===== config.mk =====
export PLATFORM = sky130hd
export DESIGN_NAME = ysyx_22041207_if_id_queue_flat
export DESIGN_NICKNAME = d
export VERILOG_FILES = /design/src/rtl/ysyx_22041207_if_id_queue_if.sv /design/src/rtl/ysyx_22041207_if_id_queue.sv /design/src/flat_wrapper.sv
export SDC_FILE = /design/constraint.sdc
export NUM_CORES = 1
export LEC_CHECK = 0
export CAP_MARGIN = 20
export CORE_MARGIN = 4
export CORE_UTILIZATION = 50
export CTS_CLUSTER_SIZE = 28
export DETAILED_ROUTE_END_ITERATION = 8
export PLACE_DENSITY = 0.79
export SKIP_LAST_GASP = 1
export SLEW_MARGIN = 5
export SYNTH_ARGS = -nofsm -noshare
export SYNTH_HDL_FRONTEND = slang
export SYNTH_SLANG_ARGS = --single-unit

===== constraint.sdc =====
create_clock -name clk -period 25.7 [get_ports clk]
set_clock_uncertainty 0.05 [all_clocks]
set_input_delay 3.855 -clock clk [delete_from_list [all_inputs] [get_ports clk]]
set_output_delay 3.855 -clock clk [all_outputs]
set_load 0.02 [all_outputs]

===== src/rtl/ysyx_22041207_if_id_queue_if.sv =====
// Handshake bundle between the IF stage, the IF/ID instruction queue and the ID stage.
// slave  : the queue itself (consumes if_*, produces id_* and flow-control outputs)
// master : the surrounding pipeline (produces if_*, id_ready and flush)
interface ysyx_22041207_if_id_queue_if #(
  parameter int PC_W   = 64,
  parameter int INST_W = 32,
  parameter int CNT_W  = 2
);
  // IF -> queue
  logic              if_valid;
  logic [PC_W-1:0]   if_pc;
  logic [INST_W-1:0] if_inst;
  logic              if_ready;
  logic              pc_delay;
  // queue -> ID
  logic              id_valid;
  logic [PC_W-1:0]   id_pc;
  logic [INST_W-1:0] id_inst;
  logic              id_ready;
  // EX redirect and occupancy
  logic              flush;
  logic [CNT_W-1:0]  count;

  modport master (
    output if_valid, if_pc, if_inst, id_ready, flush,
    input  if_ready, pc_delay, id_valid, id_pc, id_inst, count
  );

  modport slave (
    input  if_valid, if_pc, if_inst, id_ready, flush,
    output if_ready, pc_delay, id_valid, id_pc, id_inst, count
  );
endinterface


===== src/rtl/ysyx_22041207_if_id_queue.sv =====
// IF/ID instruction queue for the ysyx_22041207 RV64 core.
// Circular buffer of {pc, inst} pairs with valid/ready handshakes on both sides,
// a full-driven pc_delay back to IF and a single-cycle flush on EX redirect.
// Optional feature macro: YSYX_22041207_IFQ_BYPASS_EN
//   When defined, an instruction arriving at an empty queue is shown to ID in the
//   same cycle and is not written if ID takes it immediately.
//   When undefined, id_* depend only on registered state (minimum latency 1 cycle).
module ysyx_22041207_if_id_queue #(
  parameter int DEPTH  = 2,
  parameter int PC_W   = 64,
  parameter int INST_W = 32
) (
  input  logic clk,
  input  logic rst,
  ysyx_22041207_if_id_queue_if.slave io_bus
);

  localparam int AW = $clog2(DEPTH);
  localparam int PW = AW + 1;
  localparam logic [INST_W-1:0] NOP_INST = INST_W'(32'h0000_0013);

  // Pointers carry one extra wrap bit so full and empty are distinguishable.
  logic [PW-1:0]     r_wr_ptr;
  logic [PW-1:0]     r_rd_ptr;
  logic [PC_W-1:0]   r_pc_mem   [DEPTH];
  logic [INST_W-1:0] r_inst_mem [DEPTH];

  logic [AW-1:0]     w_wr_idx;
  logic [AW-1:0]     w_rd_idx;
  logic [PW-1:0]     w_count;
  logic              w_empty;
  logic              w_full;
  logic              w_if_ready;
  logic              w_bypass;
  logic              w_id_valid;
  logic              w_push;
  logic              w_pop;
  logic              w_wr_en;
  logic              w_rd_en;
  logic [DEPTH-1:0]  w_entry_we;
  logic [PC_W-1:0]   w_id_pc;
  logic [INST_W-1:0] w_id_inst;

  assign w_wr_idx = r_wr_ptr[AW-1:0];
  assign w_rd_idx = r_rd_ptr[AW-1:0];
  assign w_count  = r_wr_ptr - r_rd_ptr;
  assign w_empty  = (r_wr_ptr == r_rd_ptr);
  assign w_full   = (r_wr_ptr[AW] != r_rd_ptr[AW]) && (w_wr_idx == w_rd_idx);

  // Readiness comes from registered occupancy only: a same-cycle pop never frees
  // a slot for a push, which keeps id_ready off the if_ready timing path.
  assign w_if_ready = ~w_full;

`ifdef YSYX_22041207_IFQ_BYPASS_EN
  assign w_bypass = w_empty & io_bus.if_valid & ~io_bus.flush;
`else
  assign w_bypass = 1'b0;
`endif

  assign w_id_valid = ~w_empty | w_bypass;

  // Flush wins over both sides of the handshake in the same cycle.
  assign w_push = io_bus.if_valid & w_if_ready & ~io_bus.flush;
  assign w_pop  = w_id_valid & io_bus.id_ready & ~io_bus.flush;

  // A bypassed instruction taken by ID this cycle never touches storage.
  assign w_wr_en = w_push & ~(w_bypass & io_bus.id_ready);
  assign w_rd_en = w_pop & ~w_empty;

  // One write-enable per entry, decoded from the write index.
  generate
    for (genvar gi = 0; gi < DEPTH; gi++) begin : g_entry_we
      assign w_entry_we[gi] = w_wr_en & (w_wr_idx == AW'(gi));
    end
  endgenerate

  // Pointer update: flush and reset both return the queue to empty at index 0.
  always_ff @(posedge clk or posedge rst) begin
    if (rst) begin
      r_wr_ptr <= '0;
      r_rd_ptr <= '0;
    end else if (io_bus.flush) begin
      r_wr_ptr <= '0;
      r_rd_ptr <= '0;
    end else begin
      if (w_wr_en) r_wr_ptr <= r_wr_ptr + PW'(1);
      if (w_rd_en) r_rd_ptr <= r_rd_ptr + PW'(1);
    end
  end

  // Entry storage: contents are don't-care after reset, so no reset term.
  always_ff @(posedge clk) begin
    for (int i = 0; i < DEPTH; i++) begin
      if (w_entry_we[i]) begin
        r_pc_mem[i]   <= io_bus.if_pc;
        r_inst_mem[i] <= io_bus.if_inst;
      end
    end
  end

  // Head selection: stored head, bypassed fetch, or the idle pattern (pc 0, NOP).
  always_comb begin
    w_id_pc   = '0;
    w_id_inst = NOP_INST;
    if (!w_empty) begin
      w_id_pc   = r_pc_mem[w_rd_idx];
      w_id_inst = r_inst_mem[w_rd_idx];
    end else if (w_bypass) begin
      w_id_pc   = io_bus.if_pc;
      w_id_inst = io_bus.if_inst;
    end
  end

  assign io_bus.if_ready = w_if_ready;
  assign io_bus.pc_delay = ~w_if_ready;
  assign io_bus.id_valid = w_id_valid;
  assign io_bus.id_pc    = w_id_pc;
  assign io_bus.id_inst  = w_id_inst;
  assign io_bus.count    = w_count;

endmodule


===== src/flat_wrapper.sv =====
// flat-port wrapper written by rule: the top's interface ports become plain ports
module ysyx_22041207_if_id_queue_flat 
#(
  parameter int DEPTH  = 2,
  parameter int PC_W   = 64,
  parameter int INST_W = 32
)
  (clk, rst, io_bus_if_valid, io_bus_if_pc, io_bus_if_inst, io_bus_id_ready, io_bus_flush, io_bus_if_ready, io_bus_pc_delay, io_bus_id_valid, io_bus_id_pc, io_bus_id_inst, io_bus_count);
  ysyx_22041207_if_id_queue_if #(.PC_W(PC_W), .INST_W(INST_W), .CNT_W(($clog2(DEPTH) + 1))) io_bus_i ();
  input  logic clk;
  input  logic rst;
  input wire logic [$bits(io_bus_i.if_valid)-1:0] io_bus_if_valid;
  input wire logic [$bits(io_bus_i.if_pc)-1:0] io_bus_if_pc;
  input wire logic [$bits(io_bus_i.if_inst)-1:0] io_bus_if_inst;
  input wire logic [$bits(io_bus_i.id_ready)-1:0] io_bus_id_ready;
  input wire logic [$bits(io_bus_i.flush)-1:0] io_bus_flush;
  output wire logic [$bits(io_bus_i.if_ready)-1:0] io_bus_if_ready;
  output wire logic [$bits(io_bus_i.pc_delay)-1:0] io_bus_pc_delay;
  output wire logic [$bits(io_bus_i.id_valid)-1:0] io_bus_id_valid;
  output wire logic [$bits(io_bus_i.id_pc)-1:0] io_bus_id_pc;
  output wire logic [$bits(io_bus_i.id_inst)-1:0] io_bus_id_inst;
  output wire logic [$bits(io_bus_i.count)-1:0] io_bus_count;
  assign io_bus_i.if_valid = io_bus_if_valid;
  assign io_bus_i.if_pc = io_bus_if_pc;
  assign io_bus_i.if_inst = io_bus_if_inst;
  assign io_bus_i.id_ready = io_bus_id_ready;
  assign io_bus_i.flush = io_bus_flush;
  assign io_bus_if_ready = io_bus_i.if_ready;
  assign io_bus_pc_delay = io_bus_i.pc_delay;
  assign io_bus_id_valid = io_bus_i.id_valid;
  assign io_bus_id_pc = io_bus_i.id_pc;
  assign io_bus_id_inst = io_bus_i.id_inst;
  assign io_bus_count = io_bus_i.count;
  ysyx_22041207_if_id_queue #(.DEPTH(DEPTH), .PC_W(PC_W), .INST_W(INST_W)) u_core (.clk(clk), .rst(rst), .io_bus(io_bus_i));
endmodule

Word-level counts from Yosys, hierarchy flattened --
Memory sizes are Yosys's and may differ from the RTL's. Cells that the tools add are included.
Word-level totals: flip-flop bits (word level) 4, bits in writable memories 192, output and inout port bits 101, word-level logic and storage cells 42, memories kept 2
Memories:
- u_core.r_pc_mem | depth 2, width 64, read ports 1, clocked after Yosys merged registers in 0, wr ports 1, line ysyx_22041207_if_id_queue.sv:25 | logic [PC_W-1:0] r_pc_mem [DEPTH];
- u_core.r_inst_mem | depth 2, width 32, read ports 1, clocked after Yosys merged registers in 0, wr ports 1, line ysyx_22041207_if_id_queue.sv:26 | logic [INST_W-1:0] r_inst_mem [DEPTH];
Operators by class: add/subtract/negate cells 3, equal/unequal tests 3, muxes and demuxes 16, bitwise gates (word level) 11, reduce and logical (&&, ||, !) cells 5
Operators by type and width (count):
- 64-bit two-way mux | 2
- 32-bit two-way mux | 2
- 64-bit OR reduction | 1
- 32-bit OR reduction | 1
- 1-bit two-way mux | 8
- 2-bit two-way mux | 4
- 1-bit AND | 7
- 2-bit by 1-bit adder with 2-bit output (second input constant) | 2
- 1-bit NOT | 4
- 2-bit nonzero test | 2
- 2-bit == test | 1
- 2-bit subtractor | 1
- 1-bit == test | 1
- 1-bit logical AND | 1
- 1-bit inequality test | 1

Longest topological paths before layout --
Gate-level depths: netlist of the first run.
depth after elaboration 10, mapped depth 7, depth with buffers taken out 5

Worst setup path before layout of the first run --
No wires, ideal clock.
path kind input to register, from input io_bus_flush, to memory u_core.r_inst_mem[0][0], enable pin, setup time 0.668 ns, arrival 10.633 ns, data required time 24.982 ns, setup slack 14.349 ns, stages on the path 2, buffers on the path 1, cell sequence clkbuf_1 nor3_1
On the way: elaborated cells between the ends (all ways) 11, those cells by class mux (6); bitwise (4); reduce/logical (1)
RTL lines:
- start: declaration | line flat_wrapper.sv:16 | input wire logic [$bits(io_bus_i.flush)-1:0] io_bus_flush;
- 1-bit NOT | line ysyx_22041207_if_id_queue.sv:63 | assign w_push = io_bus.if_valid & w_if_ready & ~io_bus.flush;
- 1-bit AND | line ysyx_22041207_if_id_queue.sv:63
- 1-bit AND | line ysyx_22041207_if_id_queue.sv:73 | assign w_entry_we[gi] = w_wr_en & (w_wr_idx == AW'(gi));
- via u_core.w_entry_we[0] | line ysyx_22041207_if_id_queue.sv:40 | logic [DEPTH-1:0] w_entry_we;
- 1-bit two-way mux | line ysyx_22041207_if_id_queue.sv:94 | if (w_entry_we[i]) begin
- 1-bit two-way mux (not written as such) | line ysyx_22041207_if_id_queue.sv:96 | r_inst_mem[i] <= io_bus.if_inst;
- 1-bit two-way mux (no line)
- end: declaration | line ysyx_22041207_if_id_queue.sv:26
The timed path passes the listed nets, and every way through them passes these cells.

Worst setup path after layout of the first run --
from register u_core.r_rd_ptr[0], to output io_bus_id_pc[63]
On the way: word-level cells in the longest chain between the ends 2, elaborated cells between the ends (all ways) 3, those cells by class eq/ne (1); mux (1); memory (1)
RTL lines:
- start: declaration | line ysyx_22041207_if_id_queue.sv:24 | logic [PW-1:0] r_rd_ptr;
- start signal: assignment | line ysyx_22041207_if_id_queue.sv:87 | if (w_rd_en) r_rd_ptr <= r_rd_ptr + PW'(1);
- memory read 2 x 64 bit or 2-bit == test (tied branches)
- 64-bit two-way mux * | line ysyx_22041207_if_id_queue.sv:105 | if (!w_empty) begin
- end: declaration | line flat_wrapper.sv:20 | output wire logic [$bits(io_bus_i.id_pc)-1:0] io_bus_id_pc;
Mark *: on every way between the ends. The rest lies on a longest branch, timed or not.

==> metrics.md, run 1 <==
| Metric | Value |
|---|---|
| Final Hold Violating Endpoints | `0` |
| Req. time, crit path | `21.80 ns` |
| Area growth from synthesis to layout | `34.06%` |
| Via Count | `4342` |
| Slew at the pin closest to its max-slew limit | `1.034 ns` |
| Post-DP HPWL | `10500 um` |
| Post-synth top area cell | `edfxtp_1` |
| Ratio of final minimum period to clock period | `31.00%` |
| Std cell rows | `45` |
| Port Buf Inserts | `201` |
| Kind of end point of the critical path | `output pin` |
| Met2 layer usage reported by global route | `29.14%` |
| Unrepaired setup endpoints after global routing | `false` |
| Global routing usage on met1 | `21.44%` |
| Arrival time at the worst endpoint | `4.06 ns` |
| Power per cell area | `130.6 mW/mm2` |
| Result of the run | `finished, final reports clean` |
| Die boundary width | `134.1 um` |
| Final critical delay including setup and external delays | `7.968 ns` |
| Root buf cell | `clkbuf_16` |
| Part of the Yosys area used for sequential elements | `73.75%` |
| Via density per instance | `4.979` |
| Number of instances in the synthesized netlist | `445` |
| Most instantiated cells after synthesis | `edfxtp_1 (192), mux2i_1 (99), nor2_1 (47), nor2_4 (44), buf_2 (8)` |
| Setup TNS Final | `0 ns` |
| Number of buffers inserted by post-CTS setup repair | `0` |
| Final number of setup-violating endpoints | `0` |
| Number of nets in the layout | `751` |
| Routability Congestion | `0.7525` |
| Number of CTS-inserted buffers | `17` |
| Hold WS | `0.6172 ns` |
| #FFs+latches synth | `196` |
| Per-cell routed wire length | `18.00 um` |
| Placeable core region | `0.01537 mm2` |
| Layout cell share with drive strength beyond 1 | `13.16%` |
| Hold buffers post-CTS | `0` |
| Final routed wirelength across all metal layers | `15690 um` |
| Kind of launch point of the worst setup path | `flop` |
| Worst voltage drop across the vdd grid | `96.35 uV` |
| Post-DP Area | `0.01008 mm2` |
| Htree depth | `4` |
| Die H | `134.1 um` |
| Final standard cell utilization of the core | `69.37%` |
| CTS sink cnt | `196` |
| Netlist area before placement | `0.007954 mm2` |
| Most used standard cell by instance count after synthesis | `edfxtp_1` |
| Buffer levels on the longest clock path | `2` |
| GRT Residual Overflow | `0` |
| CTS tree | `built` |
| Clock latency at the later pin of the worst-skew pair | `0.42 ns` |
| Worst slew margin relative to its limit | `31.08%` |
| Clock-pin slew on the worst setup and hold paths | `0.06 ns` |
| Final Max Slew Viols | `0` |
| Number of antenna cells inserted | `0` |
| EDFF count, synth | `192` |
| Global-route wire length before repair | `23980 um` |
| Initial antenna violation count | `0` |
| Proportion of netlist area held by the largest area contributor | `72.49%` |
| Number of max-cap violations | `0` |
| Net count after synthesis | `547` |
| Number of resized instances in the post-cts repair step | `0` |
| Cells taking the most area after synthesis | `edfxtp_1 (72%), mux2i_1 (12%), nor2_4 (6.2%)` |
| Start-to-end type of the worst setup path | `flop to output pin` |
| DRC violation count after routing | `0` |
| Max Freq | `125.5 MHz` |
| Class of the most critical hold timing path | `flop to flop` |
| Final std cells w/o fill | `872` |
| Final instance area | `0.01066 mm2` |
| Synthesis Warnings | `0` |
| Fraction of registers with async set or reset after synthesis | `2.041%` |
| Leakage component of the power | `3.503 nW` |
| Cells after DPL | `840` |
| Post-synth top flop | `edfxtp_1` |
| Number of primary I/O pins | `202` |
| Initial cell density of the core | `51.75%` |
| Via count of the first global-routing pass | `4609` |
| Post-route ant nets | `0` |
| GR Util met3 | `6.564%` |
| CP Max Fanout | `50` |
| Maximum number of pins on one net before global-route repair | `72` |
| First-iteration detailed-routing DRC count | `257` |
| Router iterations before antenna repair | `5` |
| Total global-route track usage | `17.43%` |
| Unique masters post-synth | `29` |
| Die outline area | `0.01799 mm2` |
| Most Crowded Layer GR | `met2` |
| Average size of a mapped cell | `17.87 um2` |
area by class of cell:
cell class / count / area (um2)
Multi-Input combinational cell: 221 / 1876
Clock inverter: 10 / 110.1
Clock buffer: 21 / 440.4
Tap cell: 211 / 264.0
Sequential cell: 196 / 5869
Inverter: 5 / 18.77
Fill cell: 1016 / 4708
Timing Repair Buffer: 208 / 2085
cell families (layout without fill, tap and decap cells):
group / Yosys count / in the layout / synth area share (%)
DFF: 196 / 196 / 73.75
and+or+nand+nor: 114 / 114 / 10.15
buffers and inverters: 28 / 244 / 2.800
muxes: 99 / 99 / 12.46
adders and majority gates: 1 / 1 / 0.1573
xor gates and xnor gates: 2 / 2 / 0.3147
AOI/OAI and AO/OA: 5 / 5 / 0.3774
power breakdown:
group,switching [W],internal [W]
Combinational,0.000409,0.000317
Clock,0.000104,0.000142
Sequential,0.0000223,0.000397
Total,0.000536,0.000856
routing by layer:
layer	up-vias	share of wire (%)
li1	2061	-
met1	2106	41
met2	161	50
met3	14	7.9
met4	0	1.2
met5	-	0
path summary, 6_finish.rpt:
kind                            depth (start not counted)                      to  slack [ns]                from
worst max-delay path                                    5        io_bus_id_pc[63]       17.73  u_core.r_rd_ptr[0]
worst min-delay path                                    2      u_core.r_wr_ptr[1]        0.62  u_core.r_wr_ptr[1]
worst max register to register                          5  u_core.r_pc_mem[1][47]       22.82  u_core.r_rd_ptr[0]
worst min register to register                          2      u_core.r_wr_ptr[1]        0.62  u_core.r_wr_ptr[1]
max in group asynchronous                               2      u_core.r_rd_ptr[0]       21.83                 rst
min in group asynchronous                               2      u_core.r_wr_ptr[1]        3.59                 rst
sequential cells by signal, indices dropped and copies added, names as in the netlist:
name               count
u_core.r_pc_mem      128
u_core.r_inst_mem     64
u_core.r_rd_ptr        2
u_core.r_wr_ptr        2
stage by stage:
stage,total power [W],setup slack (ns)
3_3_place_gp,0.001147,18.24
3_5_place_dp,0.001158,18.16
2_1_floorplan,0.0009106,14.35
4_1_cts,0.001408,17.68
6_report,0.001392,17.73
5_1_grt,0.001457,17.52
layout by cell type (no fill, tap or decap):
cell and n:
a21oi_1 1, a31oi_1 2, and2_4 1, buf_16 1, buf_4 6, bufinv_16 2, clkbuf_1 4, clkbuf_16 17
clkdlybuf4s50_1 201, clkinv_1 2, clkinv_2 2, clkinv_4 2, clkinvlp_4 2, dfrtp_1 3, dfrtp_4 1, edfxtp_1 192
ha_1 1, inv_1 5, mux2i_1 99, nand2_1 5, nand2b_1 1, nand3_1 2, nand3b_1 1, nand4_1 1
nand4b_1 1, nor2_1 47, nor2_2 6, nor2_4 44, nor3_2 2, nor3b_1 2, o211ai_1 1, o21ai_0 1
or3_1 1, xnor2_1 1, xnor2_2 1
critical path: stages, from the launching register on:
cell	delay, ns
dfrtp_4	0.69
ha_1	0.52
and2_4	0.72
buf_4	0.90
nor2_1	0.11
clkdlybuf4s50_1	0.58
No activity file was read; power rests on OpenSTA's default activity.
==> run 2, diff against run 1 <==
CORE_UTILIZATION = 44   (was 50)
PLACE_DENSITY = 0.74   (was 0.79)
clock period = 6.6 ns   (was 25.7 ns; I/O delays follow)
==> run 2 against run 1 <==
Wire length about the same. Critical endpoint is now io_bus_id_pc[3]. Utilization decreased by 8.4 points. Clock power increased to 3.9 times the previous value.
==> metrics.md, run 2 (synthesized netlist as in run 1, its figures left out) <==
| Metric | Value |
|---|---|
| Number of cells on the worst hold path | `2 (unchanged)` |
| Final Hold Violating Endpoints | `0 (unchanged)` |
| Slew at the pin closest to its max-slew limit | `0.9938 ns (-0.04002 ns)` |
| Start-to-end type of the worst setup path | `flop to output pin` |
| R2r startpoint | `u_core.r_rd_ptr[0]` |
| Ratio of final minimum period to clock period | `72.31%` |
| Worst reg-to-reg path cell count | `5 (unchanged)` |
| Placeable core region | `0.01748 mm2 (+14%)` |
| Setup TNS Final | `0 ns (unchanged)` |
| Total buffers and inverters traversed by the critical path | `2 (unchanged)` |
| Die H | `142.5 um (+6.2%)` |
| Commonest cells after routing, fill and taps aside | `clkdlybuf4s50_1 (201), edfxtp_1 (192), mux2i_1 (99), nor2_1 (47), nor2_4 (44)` |
| Final critical delay including setup and external delays | `4.773 ns` |
| Kind of end point of the critical path | `output pin` |
| Htree depth | `4 (unchanged)` |
| Global-route wire length before repair | `24430 um (+1.9%)` |
| Worst voltage drop across the vdd grid | `392.2 uV (+310%)` |
| Most flop-heavy register | `u_core.r_pc_mem` |
| CTS tree | `built` |
| Combinational fraction of design power | `51.7% (-0.5 points)` |
| Buffer levels on the longest clock path | `2 (unchanged)` |
| Clock latency at the later pin of the worst-skew pair | `0.42 ns (about the same)` |
| Routability Congestion | `0.7879 (+4.7%)` |
| Worst hold path startpoint | `u_core.r_wr_ptr[1]` |
| Per-cell routed wire length | `17.70 um (-1.7%)` |
| Leakage component of the power | `3.505 nW (about the same)` |
| Area of the multi-input gates | `0.001876 mm2 (unchanged)` |
| Initial cell density of the core | `45.51% (-6.2 points)` |
| Clock Power Share | `17.7% (about the same)` |
| Number of buffers inserted by post-CTS setup repair | `0 (unchanged)` |
| Final std cells w/o fill | `886 (+1.6%)` |
| Max Freq | `209.5 MHz` |
| Number of max-cap violations | `0 (unchanged)` |
| Hold buffers post-CTS | `0 (unchanged)` |
| Die boundary width | `142.5 um (+6.2%)` |
| Number of primary I/O pins | `202 (unchanged)` |
| Pint | `0.003281 W (+280%)` |
| Power per cell area | `506.3 mW/mm2 (+290%)` |
| Via Count | `4354 (+0.28%)` |
| Switching power as a share of total power | `39.21% (+0.73 points)` |
| Final routed wirelength across all metal layers | `15680 um (about the same)` |
| Maximum number of pins on one net before global-route repair | `70 (-2.8%)` |
| First-iteration detailed-routing DRC count | `216 (-16%)` |
| Req. time, crit path | `5.56 ns (-16.24 ns)` |
| Total global-route track usage | `15.77% (-1.7 points)` |
| Layout cell share with drive strength beyond 1 | `13.92% (+0.76 points)` |
| Via density per instance | `4.914 (-1.3%)` |
| Std cell rows | `48 (+6.7%)` |
| Ordered list of cells on the worst path | `ha_1 > and2_4 > buf_12 > nor2_1 > clkdlybuf4s50_1` |
| Kind of launch point of the worst setup path | `flop` |
| Post-DP Area | `0.01011 mm2 (+0.30%)` |
| Number of antenna cells inserted | `0 (unchanged)` |
| Slack of the worst reg-to-reg path | `3.36 ns (-19.46 ns)` |
| Sequential fraction of design power | `30.6% (+0.5 points)` |
| Post-DP HPWL | `10490 um (about the same)` |
| FF+latch area | `0.005869 mm2 (unchanged)` |
| Router iterations before antenna repair | `4 (-1)` |
| Port Buf Inserts | `201 (unchanged)` |
| Number of resized instances in the post-cts repair step | `0 (unchanged)` |
| Arrival time at the worst endpoint | `3.73 ns (-0.33 ns)` |
| DRC violation count after routing | `0 (unchanged)` |
| Number of CTS-inserted buffers | `17 (unchanged)` |
| Result of the run | `finished, final reports clean` |
| Cells after DPL | `854 (+1.7%)` |
| GRT Residual Overflow | `0 (unchanged)` |
| Hold path endpoint | `u_core.r_rd_ptr[1]` |
| Destination of the worst register-to-register timing path | `u_core.r_pc_mem[1][36]` |
| Root buf cell | `clkbuf_16` |
| Final Max Slew Viols | `0 (unchanged)` |
| Class of the most critical hold timing path | `flop to flop` |
| Registers with the highest flip-flop counts | `u_core.r_pc_mem: 128 flops, u_core.r_inst_mem: 64 flops` |
| Cell type group with the largest total delay on the critical path | `flip-flops` |
| Fillers | `1297 (+28%)` |
| Longest individual stage delay on the worst path | `0.96 ns (+0.06 ns)` |
| Via count of the first global-routing pass | `4642 (+0.72%)` |
| Clock-pin slew on the worst setup and hold paths | `0.06 ns (about the same)` |
| Slowest cell on crit path | `dfrtp_4` |
| CP Max Fanout | `48 (-4.0%)` |
| Most common cell after layout, fill and taps aside | `clkdlybuf4s50_1` |
| Initial antenna violation count | `2 (+2)` |
| Largest register FFs | `128 (unchanged)` |
| Worst slew margin relative to its limit | `33.75% (+2.7 points)` |
| Die outline area | `0.02029 mm2 (+13%)` |
| Area growth from synthesis to layout | `34.04% (about the same)` |
| Number of nets in the layout | `750 (-0.13%)` |
| Net switching power figure | `0.002117 W (+300%)` |
| Final instance area | `0.01066 mm2 (about the same)` |
| Unrepaired setup endpoints after global routing | `false` |
| Final number of setup-violating endpoints | `0 (unchanged)` |
| Post-route ant nets | `0 (unchanged)` |
| CTS sink cnt | `196 (unchanged)` |
## run 2: worst reg2reg max path, cell delays in order (launching register included)
cell and delay [ns]:
dfrtp_4 0.96, ha_1 0.44, inv_1 0.18, o21ai_0 0.18, nor3_2 0.21, buf_4 0.75
## run 2: metal layers
| metal | global-route usage (%) | share of wire [%] | vias to the layer above |
|---|---|---|---|
| met2 | 26.31 | 50 | 158 |
| li1 | - | - | 2062 |
| met1 | 19.19 | 41 | 2113 |
| met3 | 5.981 | 7.9 | 17 |
| met5 | 0 | 0.14 | - |
| met4 | 4.702 | 0.94 | 4 |
## run 2: worst max-delay path by stage
stage	end	start	cells after the start	slack (ns)
finish	io_bus_id_pc[3]	u_core.r_rd_ptr[0]	5	1.83
detailed placement	io_bus_id_pc[3]	u_core.r_rd_ptr[0]	5	2.19
CTS	io_bus_id_pc[3]	u_core.r_rd_ptr[0]	5	1.72
global placement	io_bus_id_pc[10]	u_core.r_rd_ptr[0]	5	2.25
global route	io_bus_id_pc[3]	u_core.r_rd_ptr[0]	5	1.58
floorplan	u_core.r_inst_mem[0][0]	io_bus_flush	2	-1.89
## run 2: power groups by stage
stage / registers, W / logic (W) / clock network, W
finish: 0.00165 / 0.00279 / 0.000955
global route: 0.00167 / 0.00297 / 0.00104
CTS: 0.00166 / 0.00284 / 0.000985
detailed placement: 0.00169 / 0.00283 / 0
global placement: 0.00168 / 0.00280 / 0
floorplan: 0.00164 / 0.00191 / 0
## run 2: layout make-up
type / count / share of cell area, %
sequential: 196 / 55.05
timing repair buffer: 207 / 19.41
multi-input combinational: 221 / 17.59
clock buffer: 18 / 4.025
tap: 225 / 2.641
clock inverter: 14 / 1.103
inverter: 5 / 0.1760
## run 2: stage by stage
step	hold slack (ns)	util (%)	setup WS (ns)	power [W]
after global routing	0.6371	61.00	1.576	0.005688
after detailed placement	0.5915	57.88	2.194	0.004512
after floorplan	0.5336	-	-1.886	0.003546
after global placement	0.5551	57.88	2.254	0.004480
after CTS	0.6007	61.00	1.723	0.005487
final	0.6014	61.00	1.827	0.005398
==> run 3, diff against run 2 <==
CORE_UTILIZATION = 49   (was 44)
PLACE_DENSITY = 0.78   (was 0.74)
clock period = 4.4 ns   (was 6.6 ns; I/O delays follow)
==> run 3 against run 2 <==
Design area increased by 0.65%. First-iteration DRC count grew 27%. Clock power up 55%. Sequential power increased by 45%. Die area shrank 9.6%. Cell count down 0.68%. Highest routed layer is now met4.
==> metrics.md, run 3 (synthesized netlist as in run 1, its figures left out) <==
| Metric | Value |
|---|---|
| Result of the run | `finished, final reports clean` |
| Final routed wirelength across all metal layers | `15670 um (about the same)` |
| Leakage component of the power | `3.529 nW (+0.67%)` |
| Post-route ant nets | `0 (unchanged)` |
| FF+latch area | `0.005869 mm2 (unchanged)` |
| Port Buf Inserts | `201 (unchanged)` |
| Ratio of final minimum period to clock period | `81.05%` |
| Max Freq | `280.4 MHz` |
| Worst slew margin relative to its limit | `45.06% (+11 points)` |
| Root buf cell | `clkbuf_16` |
| Htree depth | `4 (unchanged)` |
| GRT Residual Overflow | `0 (unchanged)` |
| Req. time, crit path | `3.69 ns (-1.87 ns)` |
| Start-to-end type of the worst setup path | `flop to output pin` |
| Final Max Slew Viols | `0 (unchanged)` |
| CTS tree | `built` |
| Die boundary width | `135.4 um (-4.9%)` |
| Maximum number of pins on one net before global-route repair | `102 (+46%)` |
| Most flop-heavy register | `u_core.r_pc_mem` |
| Final Hold Violating Endpoints | `0 (unchanged)` |
| DRC violation count after routing | `0 (unchanged)` |
| Unrepaired setup endpoints after global routing | `false` |
| Number of buffers inserted by post-CTS setup repair | `0 (unchanged)` |
| Die outline area | `0.01833 mm2 (-9.6%)` |
| CTS sink cnt | `196 (unchanged)` |
| Via Count | `4409 (+1.3%)` |
| Most common cell after layout, fill and taps aside | `clkdlybuf4s50_1` |
| Total global-route track usage | `17.41% (+1.6 points)` |
| First-iteration detailed-routing DRC count | `274 (+27%)` |
| Hold buffers post-CTS | `0 (unchanged)` |
| Placeable core region | `0.01589 mm2 (-9.1%)` |
| Post-DP HPWL | `10420 um (-0.71%)` |
| Number of primary I/O pins | `202 (unchanged)` |
| Std cell rows | `46 (-4.2%)` |
| Number of nets in the layout | `753 (+0.40%)` |
| Hold WS | `0.4268 ns (-0.1747 ns)` |
| Slew at the pin closest to its max-slew limit | `0.8240 ns (-0.1697 ns)` |
| Clock latency at the later pin of the worst-skew pair | `0.42 ns (about the same)` |
| Routability Congestion | `0.7895 (+0.20%)` |
| Global-route wire length before repair | `24270 um (-0.65%)` |
| Router iterations before antenna repair | `5 (+1)` |
| Kind of end point of the critical path | `output pin` |
| Final instance area | `0.01073 mm2 (+0.65%)` |
| Power per cell area | `768.1 mW/mm2 (+52%)` |
| Largest register FFs | `128 (unchanged)` |
| Number of max-cap violations | `0 (unchanged)` |
| Layout cell share with drive strength beyond 1 | `13.55% (-0.36 points)` |
| Commonest cells after routing, fill and taps aside | `clkdlybuf4s50_1 (201), edfxtp_1 (192), mux2i_1 (99), nor2_1 (47), nor2_4 (44)` |
| Arrival time at the worst endpoint | `2.86 ns (-0.87 ns)` |
| Fillers | `1099 (-15%)` |
| Registers with the highest flip-flop counts | `u_core.r_pc_mem: 128 flops, u_core.r_inst_mem: 64 flops` |
| Number of resized instances in the post-cts repair step | `0 (unchanged)` |
| Class of the most critical hold timing path | `input pin to async pin` |
| Die H | `135.4 um (-4.9%)` |
| Final number of setup-violating endpoints | `0 (unchanged)` |
| CP Max Fanout | `14 (-71%)` |
| Worst voltage drop across the vdd grid | `616.1 uV (+57%)` |
| Clock-pin slew on the worst setup and hold paths | `0.06 ns (about the same)` |
| Area growth from synthesis to layout | `34.91%` |
| Via count of the first global-routing pass | `4717 (+1.6%)` |
| Initial antenna violation count | `0 (-2)` |
| Number of antenna cells inserted | `0 (unchanged)` |
| Via density per instance | `5.010 (+2.0%)` |
| Final critical delay including setup and external delays | `3.566 ns` |
| Buffer levels on the longest clock path | `2 (unchanged)` |
| Per-cell routed wire length | `17.81 um (+0.60%)` |
| Area of the multi-input gates | `0.001888 mm2 (+0.67%)` |
| Post-DP Area | `0.01016 mm2 (+0.48%)` |
| Number of CTS-inserted buffers | `17 (unchanged)` |
| Initial cell density of the core | `50.07% (+4.6 points)` |
| Kind of launch point of the worst setup path | `flop` |
-- run 3: per-layer routing --
layer | vias to the layer above | GRT usage [%] | wire, um
met5 | - | 0 | 0
met4 | 0 | 6.215 | 223
met3 | 16 | 5.052 | 1005
met2 | 149 | 29.76 | 7978
met1 | 2175 | 21.19 | 6462
li1 | 2069 | - | -
-- run 3: final cells by class --
cell class / instances / share of cell area [%]
clock buffers: 21 / 4.104
inverters: 5 / 0.1749
flip-flops and latches: 196 / 54.70
repair buffers: 210 / 19.73
clock inverters: 11 / 1.178
multi-input cells: 221 / 17.60
well taps: 216 / 2.519
-- run 3: per-stage QoR --
step	util (%)	instances	TNS [ns]	setup slack (ns)	power, W
after floorplan	-	445	-214.63	-1.118	0.005296
after global placement	63.98	848	0	1.375	0.006773
after detailed placement	63.98	848	0	1.269	0.006837
after CTS	67.55	880	0	0.8063	0.008344
after global routing	67.55	880	0	0.7177	0.008636
final	67.55	880	0	0.8336	0.008242
-- run 3: worst paths after layout --
kind / from / to / slack, ns / depth (start not counted)
worst min register to register: u_core.r_wr_ptr[1] / u_core.r_rd_ptr[1] / 0.61 / 2
max in group asynchronous: rst / u_core.r_rd_ptr[0] / 3.70 / 2
worst min-delay path: rst / u_core.r_rd_ptr[0] / 0.43 / 2
worst max register to register: u_core.r_wr_ptr[0] / u_core.r_pc_mem[0][55] / 1.71 / 6
min in group clk: u_core.r_wr_ptr[1] / u_core.r_rd_ptr[1] / 0.61 / 2
worst max-delay path: u_core.r_wr_ptr[0] / io_bus_id_inst[10] / 0.83 / 6
-- run 3: worst max-delay path: stages, from the launching register on --
cell,delay (ns)
dfrtp_1,0.44
inv_1,0.13
ha_1,0.43
and2_4,0.43
buf_4,0.37
nor2_4,0.06
clkdlybuf4s50_1,0.55
-- run 3: power breakdown --
part / total [W] / switching, W / internal (W)
Combinational: 0.00437 / 0.00245 / 0.00192
Sequential: 0.00239 / 0.0000651 / 0.00232
Clock: 0.00148 / 0.000645 / 0.000840
Total: 0.00824 / 0.00316 / 0.00509
